## src/rtl/pong_frame_ctrl.sv

```systemverilog
// Pong game controller: paddle and ball motion, collision resolution, scoring and
// the serve/play/point/over sequence, stepped once per frame_tick in vertical blanking.
module pong_frame_ctrl #(
  parameter int BALL_SPEED   = 2,
  parameter int PADDLE_SPEED = 4,
  parameter int WIN_SCORE    = 7,
  parameter int SERVE_FRAMES = 60
) (
  input  logic       clk,
  input  logic       reset,
  input  logic       frame_tick,
  input  logic       start,
  input  logic       p1_up,
  input  logic       p1_dn,
  input  logic       p2_up,
  input  logic       p2_dn,
  output logic [9:0] ball_x,
  output logic [9:0] ball_y,
  output logic [9:0] pad1_y,
  output logic [9:0] pad2_y,
  output logic [3:0] score1,
  output logic [3:0] score2,
  output logic [2:0] state,
  output logic       busy,
  output logic       game_over
);
  localparam int STAGES = 2;
  localparam logic [9:0]         BALL_X0  = 10'd316;
  localparam logic [9:0]         BALL_Y0  = 10'd236;
  localparam logic [9:0]         PAD_Y0   = 10'd208;
  localparam logic [9:0]         PAD_MAX  = 10'd416;
  localparam logic [9:0]         PSTEP    = 10'(PADDLE_SPEED);
  localparam logic signed [10:0] BSTEP    = 11'(BALL_SPEED);
  localparam logic [15:0]        SERVE_LD = 16'(SERVE_FRAMES);
  localparam logic [3:0]         WIN      = 4'(WIN_SCORE);

  typedef enum logic [2:0] {
    IDLE  = 3'd0,
    SERVE = 3'd1,
    PLAY  = 3'd2,
    POINT = 3'd3,
    OVER  = 3'd4
  } st_t;

  st_t                st, st_nxt;
  logic [STAGES:0]    vld_pipe, vld_nxt;
  logic               go;
  logic               dx, dy;        // 1 = moving toward larger x / y
  logic [15:0]        serve_cnt;
  logic signed [10:0] nx, ny;        // provisional position, signed so underflow shows
  logic               p1_scored;
  logic [9:0]         cx, cy;
  logic               cdx, cdy, hit1, hit2, goal1, goal2, win;
  logic [3:0]         new_score;

  function automatic logic [9:0] pad_step(input logic [9:0] y, input logic up,
                                          input logic dn);
    logic [10:0] sum;
    sum      = {1'b0, y} + {1'b0, PSTEP};
    pad_step = y;
    if (up && !dn)      pad_step = (y < PSTEP) ? 10'd0 : y - PSTEP;
    else if (dn && !up) pad_step = (sum > {1'b0, PAD_MAX}) ? PAD_MAX : sum[9:0];
  endfunction

  function automatic logic overlap(input logic [9:0] by, input logic [9:0] py);
    overlap = (({1'b0, by} + 11'd8) > {1'b0, py}) && ({1'b0, by} < ({1'b0, py} + 11'd64));
  endfunction

  // U3: walls first, then paddles against the wall-clamped y, then goals
  always_comb begin
    cy  = ny[9:0];
    cdy = dy;
    if (ny <= 11'sd0) begin
      cy  = 10'd0;
      cdy = 1'b1;
    end else if (ny >= 11'sd472) begin
      cy  = 10'd472;
      cdy = 1'b0;
    end
    hit1 = !dx && (nx <= 11'sd24) && overlap(cy, pad1_y);
    hit2 = dx && (nx >= 11'sd608) && overlap(cy, pad2_y);
    cx   = nx[9:0];
    cdx  = dx;
    if (hit1) begin
      cx  = 10'd24;
      cdx = 1'b1;
    end else if (hit2) begin
      cx  = 10'd608;
      cdx = 1'b0;
    end
    goal2 = !hit1 && !hit2 && (nx <= 11'sd0);
    goal1 = !hit1 && !hit2 && (nx >= 11'sd632);
  end

  always_comb begin
    new_score = (p1_scored ? score1 : score2) + 4'd1;
    win       = (new_score == WIN);
    st_nxt    = st;
    go        = 1'b0;
    case (st)
      IDLE, OVER: if (start) st_nxt = SERVE;
      SERVE: begin
        go = frame_tick && !busy;
        if (vld_pipe[0] && (serve_cnt == 16'd0)) st_nxt = PLAY;
      end
      PLAY: begin
        go = frame_tick && !busy;
        if (vld_pipe[STAGES] && (goal1 || goal2)) st_nxt = POINT;
      end
      POINT:   st_nxt = win ? OVER : SERVE;
      default: st_nxt = IDLE;
    endcase
    // serve ticks stop after the paddle stage; play ticks run all three
    vld_nxt = {vld_pipe[STAGES-1:1], vld_pipe[0] && (st == PLAY), go};
  end

  always_ff @(posedge clk) begin
    if (reset) st <= IDLE;
    else       st <= st_nxt;
  end

  assign state = st;

  always_ff @(posedge clk) begin
    if (reset) begin
      vld_pipe  <= '0;
      busy      <= 1'b0;
      game_over <= 1'b0;
      ball_x    <= BALL_X0;
      ball_y    <= BALL_Y0;
      pad1_y    <= PAD_Y0;
      pad2_y    <= PAD_Y0;
      score1    <= 4'd0;
      score2    <= 4'd0;
      dx        <= 1'b1;
      dy        <= 1'b1;
      serve_cnt <= 16'd0;
      nx        <= 11'sd0;
      ny        <= 11'sd0;
      p1_scored <= 1'b0;
    end else begin
      vld_pipe  <= vld_nxt;
      busy      <= |vld_nxt;
      game_over <= (st_nxt == OVER);
      if (vld_pipe[0]) begin
        pad1_y <= pad_step(pad1_y, p1_up, p1_dn);
        pad2_y <= pad_step(pad2_y, p2_up, p2_dn);
        if ((st == SERVE) && (serve_cnt != 16'd0)) serve_cnt <= serve_cnt - 16'd1;
      end
      if (vld_pipe[1]) begin
        nx <= dx ? $signed({1'b0, ball_x}) + BSTEP : $signed({1'b0, ball_x}) - BSTEP;
        ny <= dy ? $signed({1'b0, ball_y}) + BSTEP : $signed({1'b0, ball_y}) - BSTEP;
      end
      if (vld_pipe[STAGES]) begin
        if (goal1 || goal2) begin
          p1_scored <= goal1;
        end else begin
          ball_x <= cx;
          ball_y <= cy;
          dx     <= cdx;
          dy     <= cdy;
        end
      end
      if (((st == IDLE) || (st == OVER)) && start) begin
        score1    <= 4'd0;
        score2    <= 4'd0;
        ball_x    <= BALL_X0;
        ball_y    <= BALL_Y0;
        serve_cnt <= SERVE_LD;
      end
      if (st == POINT) begin
        if (p1_scored) score1 <= new_score;
        else           score2 <= new_score;
        // a winning point leaves the ball where it went out
        if (!win) begin
          ball_x    <= BALL_X0;
          ball_y    <= BALL_Y0;
          serve_cnt <= SERVE_LD;
          dx        <= p1_scored;
        end
      end
    end
  end
endmodule

```

## config.mk

```make
export PLATFORM = sky130hd
export DESIGN_NAME = pong_frame_ctrl
export DESIGN_NICKNAME = d
export VERILOG_FILES = /design/src/rtl/pong_frame_ctrl.sv
export SDC_FILE = /design/constraint.sdc
export NUM_CORES = 1
export LEC_CHECK = 0
export ABC_AREA = 1
export CAP_MARGIN = 20
export CORE_AREA = 5 5 144 146
export DETAILED_ROUTE_END_ITERATION = 10
export DIE_AREA = 0 0 149 151
export PLACE_DENSITY = 0.52
export SLEW_MARGIN = 20
export SYNTH_ARGS = -nofsm -noshare
export SYNTH_HDL_FRONTEND = slang
export SYNTH_SLANG_ARGS = --single-unit
```

## constraint.sdc

```tcl
create_clock -name clk -period 5.3 [get_ports clk]
set_input_delay 0.795 -clock clk [delete_from_list [all_inputs] [get_ports clk]]
set_output_delay 0.795 -clock clk [all_outputs]
set_load 0.05 [all_outputs]
```

# ---- Word-level counts from Yosys, hierarchy flattened
# Cells that the tools add are included.
dict set report totals {
  reg_bits 97
  latch_bits 0
  ram_bits 0
  mem_bits_ro 0
  in_bits 8
  output_inout_bits 53
  wordCells 142
  memories 0
}
dict set report classes {
  n_addsub 13
  mul 0
  div 0
  order_cmp 14
  eq_ne 6
  shift 0
  muxes 50
  n_bitwise 1
  reduce_logical 42
}
# cell n
set op_table {}
lappend op_table {{$mux W10} 22}
lappend op_table {{$mux W16} 5}
lappend op_table {{$mux W4} 7}
lappend op_table {{$add A10 B2 Y11 const B} 2}
lappend op_table {{$add A10 B3 Y11 const B} 2}
lappend op_table {{$add A10 B7 Y11 const B} 2}
lappend op_table {{$ge A11 B11 Y1 const B} 2}
lappend op_table {{$gt A11 B10 Y1} 2}
lappend op_table {{$gt A11 B9 Y1 const B} 2}
lappend op_table {{$le A11 B1 Y1 const B} 2}
lappend op_table {{$lt A10 B11 Y1} 2}
lappend op_table {{$mux W11} 2}
lappend op_table {{$sub A10 B2 Y11 const B} 2}
lappend op_table {{$lt A10 B3 Y1 const B} 2}
lappend op_table {{$sub A10 B3 Y10 const B} 2}
lappend op_table {{$logic_and A1 B1 Y1} 19}
lappend op_table {{$logic_not A16 Y1} 1}
lappend op_table {{$reduce_bool A16 Y1} 1}
lappend op_table {{$sub A16 B1 Y16 const B} 1}
lappend op_table {{$mux W3} 4}
lappend op_table {{$pmux W3 S4} 1}
lappend op_table {{$add A10 B4 Y11 const B} 1}
lappend op_table {{$ge A11 B10 Y1 const B} 1}
lappend op_table {{$le A11 B6 Y1 const B} 1}
lappend op_table {{other kinds (15)} 38}

# ---- Longest topological paths before layout
dict set report depth {
  ltp_word 16
  mapped_depth 26
  depth_no_buf 25
}

# ---- Least setup slack after synthesis
# OpenSTA, ideal clock, no wires.
dict set report synth_path {
  kind {flip-flop to flip-flop}
  startpoint {reg ny[10]}
  endpoint {reg ball_y[1]}
  setup_ps 112
  arrival_time_ps 2975
  required_ps 5188
  slack_ps 2213
  stages_incl_launch_ff 22
  n_path_buf 1
  synth_period_minus_slack_ps 3087
  cell_sequence {dfxtp_1 -> inv_1 -> nand2_1 -> nor2_1 -> a21oi_2 -> inv_1 -> a21oi_1 -> ha_1 -> nand3_1 -> xor2_1 -> inv_1 -> ha_1 -> nand2_1 -> nor4_1 -> nand3_2 -> nand3_4 -> nand3_4 -> nand2_4 -> inv_4 -> buf_6 -> nor2_2 -> nor2_2}
}
dict set report synth_via {
  elab_chain_cells 16
  elab_cells_between_ends 24
  classes_between {1 x add/sub; 6 x order compare; 7 x mux; 10 x reduce/logical}
}
# item line
set synth_lines {}
lappend synth_lines {{start, declared} 50} ;# logic signed [10:0] nx, ny;
lappend synth_lines {{start signal, assigned} 152} ;# ny <= dy ? $signed({1'b0, ball_y}) + BSTEP : $signed({1'b0, ball_y}) - BSTEP;
lappend synth_lines {{$ge A11 B10 Y1} 76} ;# end else if (ny >= 11'sd472) begin
lappend synth_lines {{$mux W10} 76}
lappend synth_lines {{$mux W10 (*)} 73} ;# if (ny <= 11'sd0) begin
lappend synth_lines {{$add A10 B4 Y11} 66} ;# overlap = (({1'b0, by} + 11'd8) > {1'b0, py}) && ({1'b0, by} < ({1'b0, py} + 11'd64));
lappend synth_lines {{$gt A11 B10 Y1} 66}
lappend synth_lines {{$logic_and A1 B1 Y1} 66}
lappend synth_lines {{$logic_and A1 B1 Y1 (on tied branches)} {80, 81}}
lappend synth_lines {{$logic_not A1 Y1} {91, 92}}
lappend synth_lines {{$logic_and A1 B1 Y1} {91, 92}}
lappend synth_lines {{$logic_and A1 B1 Y1 (on tied branches)} {92, 91}}
lappend synth_lines {{$logic_or A1 B1 Y1} 155} ;# if (goal1 || goal2) begin
lappend synth_lines {{$mux W10 (*)} 155}
lappend synth_lines {{$mux W10 (*)} 154} ;# if (vld_pipe[STAGES]) begin
lappend synth_lines {{$mux W10 (*)} 164} ;# if (((st == IDLE) || (st == OVER)) && start) begin
lappend synth_lines {{$mux W10} 175} ;# if (!win) begin
lappend synth_lines {{$mux W10 (*)} 171} ;# if (st == POINT) begin
lappend synth_lines {{end signal, assigned} 159} ;# ball_y <= cy;
lappend synth_lines {{end, declared} 18} ;# output logic [9:0] ball_y,
# Every way passes the cells marked *; elsewhere a longest branch is shown, timed or not.
# A chain may end at the register's enable or synchronous reset.

# ---- Worst setup path after layout
dict set report layout_path {
  startpoint {reg ny[10]}
  endpoint {reg ball_x[3]}
}
dict set report layout_via {
  elab_chain_cells 16
  elab_cells_between_ends 26
  classes_between {1 x add/sub; 6 x order compare; 9 x mux; 10 x reduce/logical}
}
# item line
set layout_lines {}
lappend layout_lines {{$ge A11 B10 Y1} 76}
lappend layout_lines {{$mux W10} 76}
lappend layout_lines {{$mux W10 (*)} 73}
lappend layout_lines {{$add A10 B4 Y11} 66}
lappend layout_lines {{$gt A11 B10 Y1} 66}
lappend layout_lines {{$logic_and A1 B1 Y1} 66}
lappend layout_lines {{$logic_and A1 B1 Y1 (on tied branches)} {80, 81}}
lappend layout_lines {{$logic_not A1 Y1} {91, 92}}
lappend layout_lines {{$logic_and A1 B1 Y1} {91, 92}}
lappend layout_lines {{$logic_and A1 B1 Y1 (on tied branches)} {92, 91}}
lappend layout_lines {{$logic_or A1 B1 Y1} 155}
lappend layout_lines {{$mux W10 (*)} 155}
lappend layout_lines {{$mux W10 (*)} 154}
lappend layout_lines {{$mux W10 (*)} 164}
lappend layout_lines {{$mux W10} 175}
lappend layout_lines {{$mux W10 (*)} 171}
lappend layout_lines {{end signal, assigned} 158} ;# ball_x <= cx;
lappend layout_lines {{end signal, assigned} 167} ;# ball_x <= BALL_X0;
lappend layout_lines {{end signal, assigned} 176} ;# ball_x <= BALL_X0;
lappend layout_lines {{end, declared} 17} ;# output logic [9:0] ball_x,
# Marks and branches as above.

==> impl_metrics.sql <==
INSERT INTO impl_metrics (metric_group, metric, value, unit) VALUES
('synth', 'adder_cell_area_share_of_the_yosys_netlist', '12.3', '%'),
('detailed_routing', 'drt-total-wl', '17600', 'um'),
('setup_path', 'setup.reg_to_reg.worst_slack', '1310', 'ps'),
('die', 'effective_utilization_at_floorplan', '34.5', '%'),
('synth', 'netlist.area_leader.share', '28.0', '%'),
('detailed_routing', 'detailroute.via_count', '6187', ''),
('cells_and_area', 'n_fill_cell', '2112', ''),
('detailed_routing', 'drt_pass1_iterations', '5', ''),
('timing', 'timing_hold_violations_final', '0', ''),
('timing', 'post-route-period-util', '75.3', '%'),
('synth', 'synth_xor_area_share', '5.93', '%'),
('die', 'die_w', '149', 'um'),
('clock_tree', 'htree_levels', '3', ''),
('die', 'std_cell_rows', '51', ''),
('synth', 'syn_inst', '980', ''),
('clock_tree', 'clock_tree.root_cell', 'sky130_fd_sc_hd__clkbuf_16', ''),
('synth', 'avgSynthCellArea', '6.78', 'um^2'),
('placement', 'portBuffers', '56', ''),
('grt', 'globalRouteOverflowTotal', '0', ''),
('power_and_ir_drop', 'switchingPower', '404', 'uW'),
('synth', 'ys_ff_latch', '93', ''),
('grt', 'antenna_found_initial', '0', ''),
('placement', 'gp_congestion', '0.858', ''),
('clock_tree', 'cts_post_setup_buffers_inserted', '0', ''),
('cells_and_area', 'layout.area.seq', '1860', 'um^2'),
('timing', 'final-max-slew-violation-count', '0', ''),
('power_and_ir_drop', 'pwr-share-seq', '47.1', '%'),
('setup_path', 'startpoint_type', 'flip-flop', ''),
('die', 'dieArea', '22500', 'um^2'),
('synth', 'synthArstFlopShare', '0', '%'),
('power_and_ir_drop', 'pwr-share-comb', '9.1', '%'),
('clock_tree', 'path_clk_slew', '70', 'ps'),
('power_and_ir_drop', 'switching_share', '26.5', '%'),
('setup_path', 'critical-path-slowest-cell', 'sky130_fd_sc_hd__a21oi_1', ''),
('setup_path', 'crit_path_max_fanout', '18', ''),
('clock_tree', 'cts_tree', 'built', ''),
('cells_and_area', 'synthToLayoutAreaGrowth', '15.9', '%'),
('setup_path', 'critical-path-top-cell-by-count', 'sky130_fd_sc_hd__nand2_1', ''),
('timing', 'totalNegativeSetupSlack', '0', 'ps'),
('detailed_routing', 'wl_per_cell', '13.5', 'um'),
('clock_tree', 'cts.path.max_buffers', '2', ''),
('power_and_ir_drop', 'pwr_density_cell', '198', 'nW/um^2'),
('synth', 'synth.yosys.seq_area_share', '28.0', '%'),
('clock_tree', 'cts-buffers-inserted', '9', ''),
('timing', 'period_needed', '3990', 'ps'),
('synth', 'netlist_area', '6650', 'um^2'),
('synth', 'synth.area.mux_share', '0.169', '%'),
('die', 'die_height', '151', 'um'),
('detailed_routing', 'vias_per_instance', '4.77', ''),
('cells_and_area', 'antenna_cells', '0', ''),
('setup_path', 'worstPathArrival', '4200', 'ps'),
('setup_path', 'path_cells', 'inv_1, nand2_1, nor2_1, a21oi_2, inv_1, a21oi_1, nand4_1, o21ai_0, ha_1, nand2_1, nand2_1, a21oi_1, nand2_1, nor2_1, nor2_1, nand3_2, nand3_4, nand2_4, inv_4, nand2_1, nand3_1', ''),
('power_and_ir_drop', 'post-layout-total-power', '1520', 'uW'),
('setup_path', 'cpPeakStageDelay', '550', 'ps'),
('placement', 'hpwl_reported_at_the_end_of_detailed_placement', '13600', 'um'),
('die', 'placeableCoreArea', '19300', 'um^2'),
('setup_path', 'worst-setup-path-type', 'flip-flop to flip-flop', ''),
('timing', 'timing.clock.skew', '14.5', 'ps'),
('placement', 'dpl-instance-area', '7410', 'um^2'),
('power_and_ir_drop', 'power_report.internal_total', '1120', 'uW'),
('synth', 'simple_gate_fraction_of_synth_area', '29.4', '%'),
('timing', 'timing.slew.headroom', '42.9', '%'),
('clock_tree', 'clock_sink_count', '93', ''),
('synth', 'yosysWarnings', '0', ''),
('cells_and_area', 'design.final.nets', '1100', ''),
('outcome', 'outcome', 'finished clean', ''),
('cells_and_area', 'final_area', '7700', 'um^2'),
('timing', 'max_freq', '0.251', 'GHz'),
('cells_and_area', 'finalCoreUtilization', '40.0', '%'),
('grt', 'grt_max_degree', '35', ''),
('grt', 'globalRouteTotalUtil', '16.2', '%');
worst paths after layout:
kind / startpoint / endpoint / cells past startpoint
max reg2reg: ny[10] / ball_x[3] / 21
min reg2reg: serve_cnt[0] / serve_cnt[0] / 2
min: serve_cnt[0] / serve_cnt[0] / 2
max: ny[10] / ball_x[3] / 21
cells in the mapped netlist (6+ instances only):
cell	instances
sky130_fd_sc_hd__nand2_1	192
sky130_fd_sc_hd__buf_4	6
sky130_fd_sc_hd__nand3_1	68
sky130_fd_sc_hd__nor3_1	8
sky130_fd_sc_hd__xor2_1	38
sky130_fd_sc_hd__nor2_2	13
sky130_fd_sc_hd__nand4_1	14
sky130_fd_sc_hd__ha_1	62
sky130_fd_sc_hd__xnor2_1	7
sky130_fd_sc_hd__nor2_1	120
sky130_fd_sc_hd__buf_2	6
sky130_fd_sc_hd__o211ai_1	6
sky130_fd_sc_hd__inv_1	134
sky130_fd_sc_hd__a21oi_1	78
sky130_fd_sc_hd__clkbuf_1	8
sky130_fd_sc_hd__o21ai_0	58
sky130_fd_sc_hd__dfxtp_1	93
cells in the final DEF, fill, tap and decap left out, types with 4 or more instances in the layout:
cell type,netlist,routed
sky130_fd_sc_hd__conb_1,1,8
sky130_fd_sc_hd__inv_2,5,5
sky130_fd_sc_hd__clkbuf_16,0,9
sky130_fd_sc_hd__nor3_1,8,8
sky130_fd_sc_hd__nand3_1,68,68
sky130_fd_sc_hd__nor2_2,13,13
sky130_fd_sc_hd__dfxtp_1,93,93
sky130_fd_sc_hd__xnor2_1,7,7
sky130_fd_sc_hd__nor4_1,4,4
sky130_fd_sc_hd__a21oi_1,78,78
sky130_fd_sc_hd__o21ai_0,58,58
sky130_fd_sc_hd__inv_1,134,134
sky130_fd_sc_hd__o2111ai_1,4,4
sky130_fd_sc_hd__nand3_2,4,4
sky130_fd_sc_hd__ha_1,62,62
sky130_fd_sc_hd__a211oi_1,4,4
sky130_fd_sc_hd__xor2_1,38,38
sky130_fd_sc_hd__nor2_1,120,120
sky130_fd_sc_hd__or2_2,4,4
sky130_fd_sc_hd__o21ai_1,4,4
sky130_fd_sc_hd__nand2_1,192,192
sky130_fd_sc_hd__o211ai_1,6,6
sky130_fd_sc_hd__nand4_1,14,14
sky130_fd_sc_hd__clkdlybuf4s50_1,0,56
per-layer routing:
| layer | wire, um | GRT usage [%] | vias to the layer above |
|---|---|---|---|
| met5 | 0 | 0 | - |
| met4 | 281 | 5.13 | 0 |
| met3 | 439 | 2.12 | 15 |
| met2 | 8240 | 27.2 | 75 |
| met1 | 8600 | 21.6 | 2835 |
| li1 | - | - | 3262 |
sequential cells by signal (all words and copies together) (netlist names), 3 cells and up:
name	cells
score2	4
vld_pipe	3
ball_x	10
state	3
serve_cnt	16
pad1_y	8
score1	4
pad2_y	8
ball_y	10
ny	11
nx	11
stage by stage:
stage	hold slack [ps]	std cells	setup WS, ps
floorplan	444	987	2210
global placement	455	1282	1340
detailed placement	463	1282	1310
CTS	474	1298	1290
global route	497	1298	859
finish	480	1298	1310
cell type report:
| type | instances | share of cell area, % |
|---|---|---|
| clock buffer | 9 | 2.92 |
| clock inverter | 7 | 0.926 |
| inverter | 141 | 6.90 |
| multi-input combinational | 725 | 53.3 |
| sequential | 93 | 24.2 |
| tap | 265 | 4.30 |
| timing repair buffer | 58 | 7.47 |
power by group through the flow:
stage	Sequential, uW	Clock [uW]	Combinational [uW]
3_5_place_dp	733	0	139
4_1_cts	717	688	139
5_1_grt	719	715	156
6_report	717	668	138
2_1_floorplan	743	0	94.9
3_3_place_gp	734	0	138
kinds of logic after synthesis:
family | count (synthesis)
buf+inv | 169
fa+ha+maj | 64
xor+xnor | 45
compound gates | 165
other cells | 1
simple gates | 442
mux | 1
flops | 93
critical path: cells and delay by family (launching register included):
family          cells  cell delay, ps
simple gates       13            1470
compound gates      4            1300
flops               1             370
fa+ha+maj           1             340
buf+inv             3             340
Power figures use the tool's default switching activity.
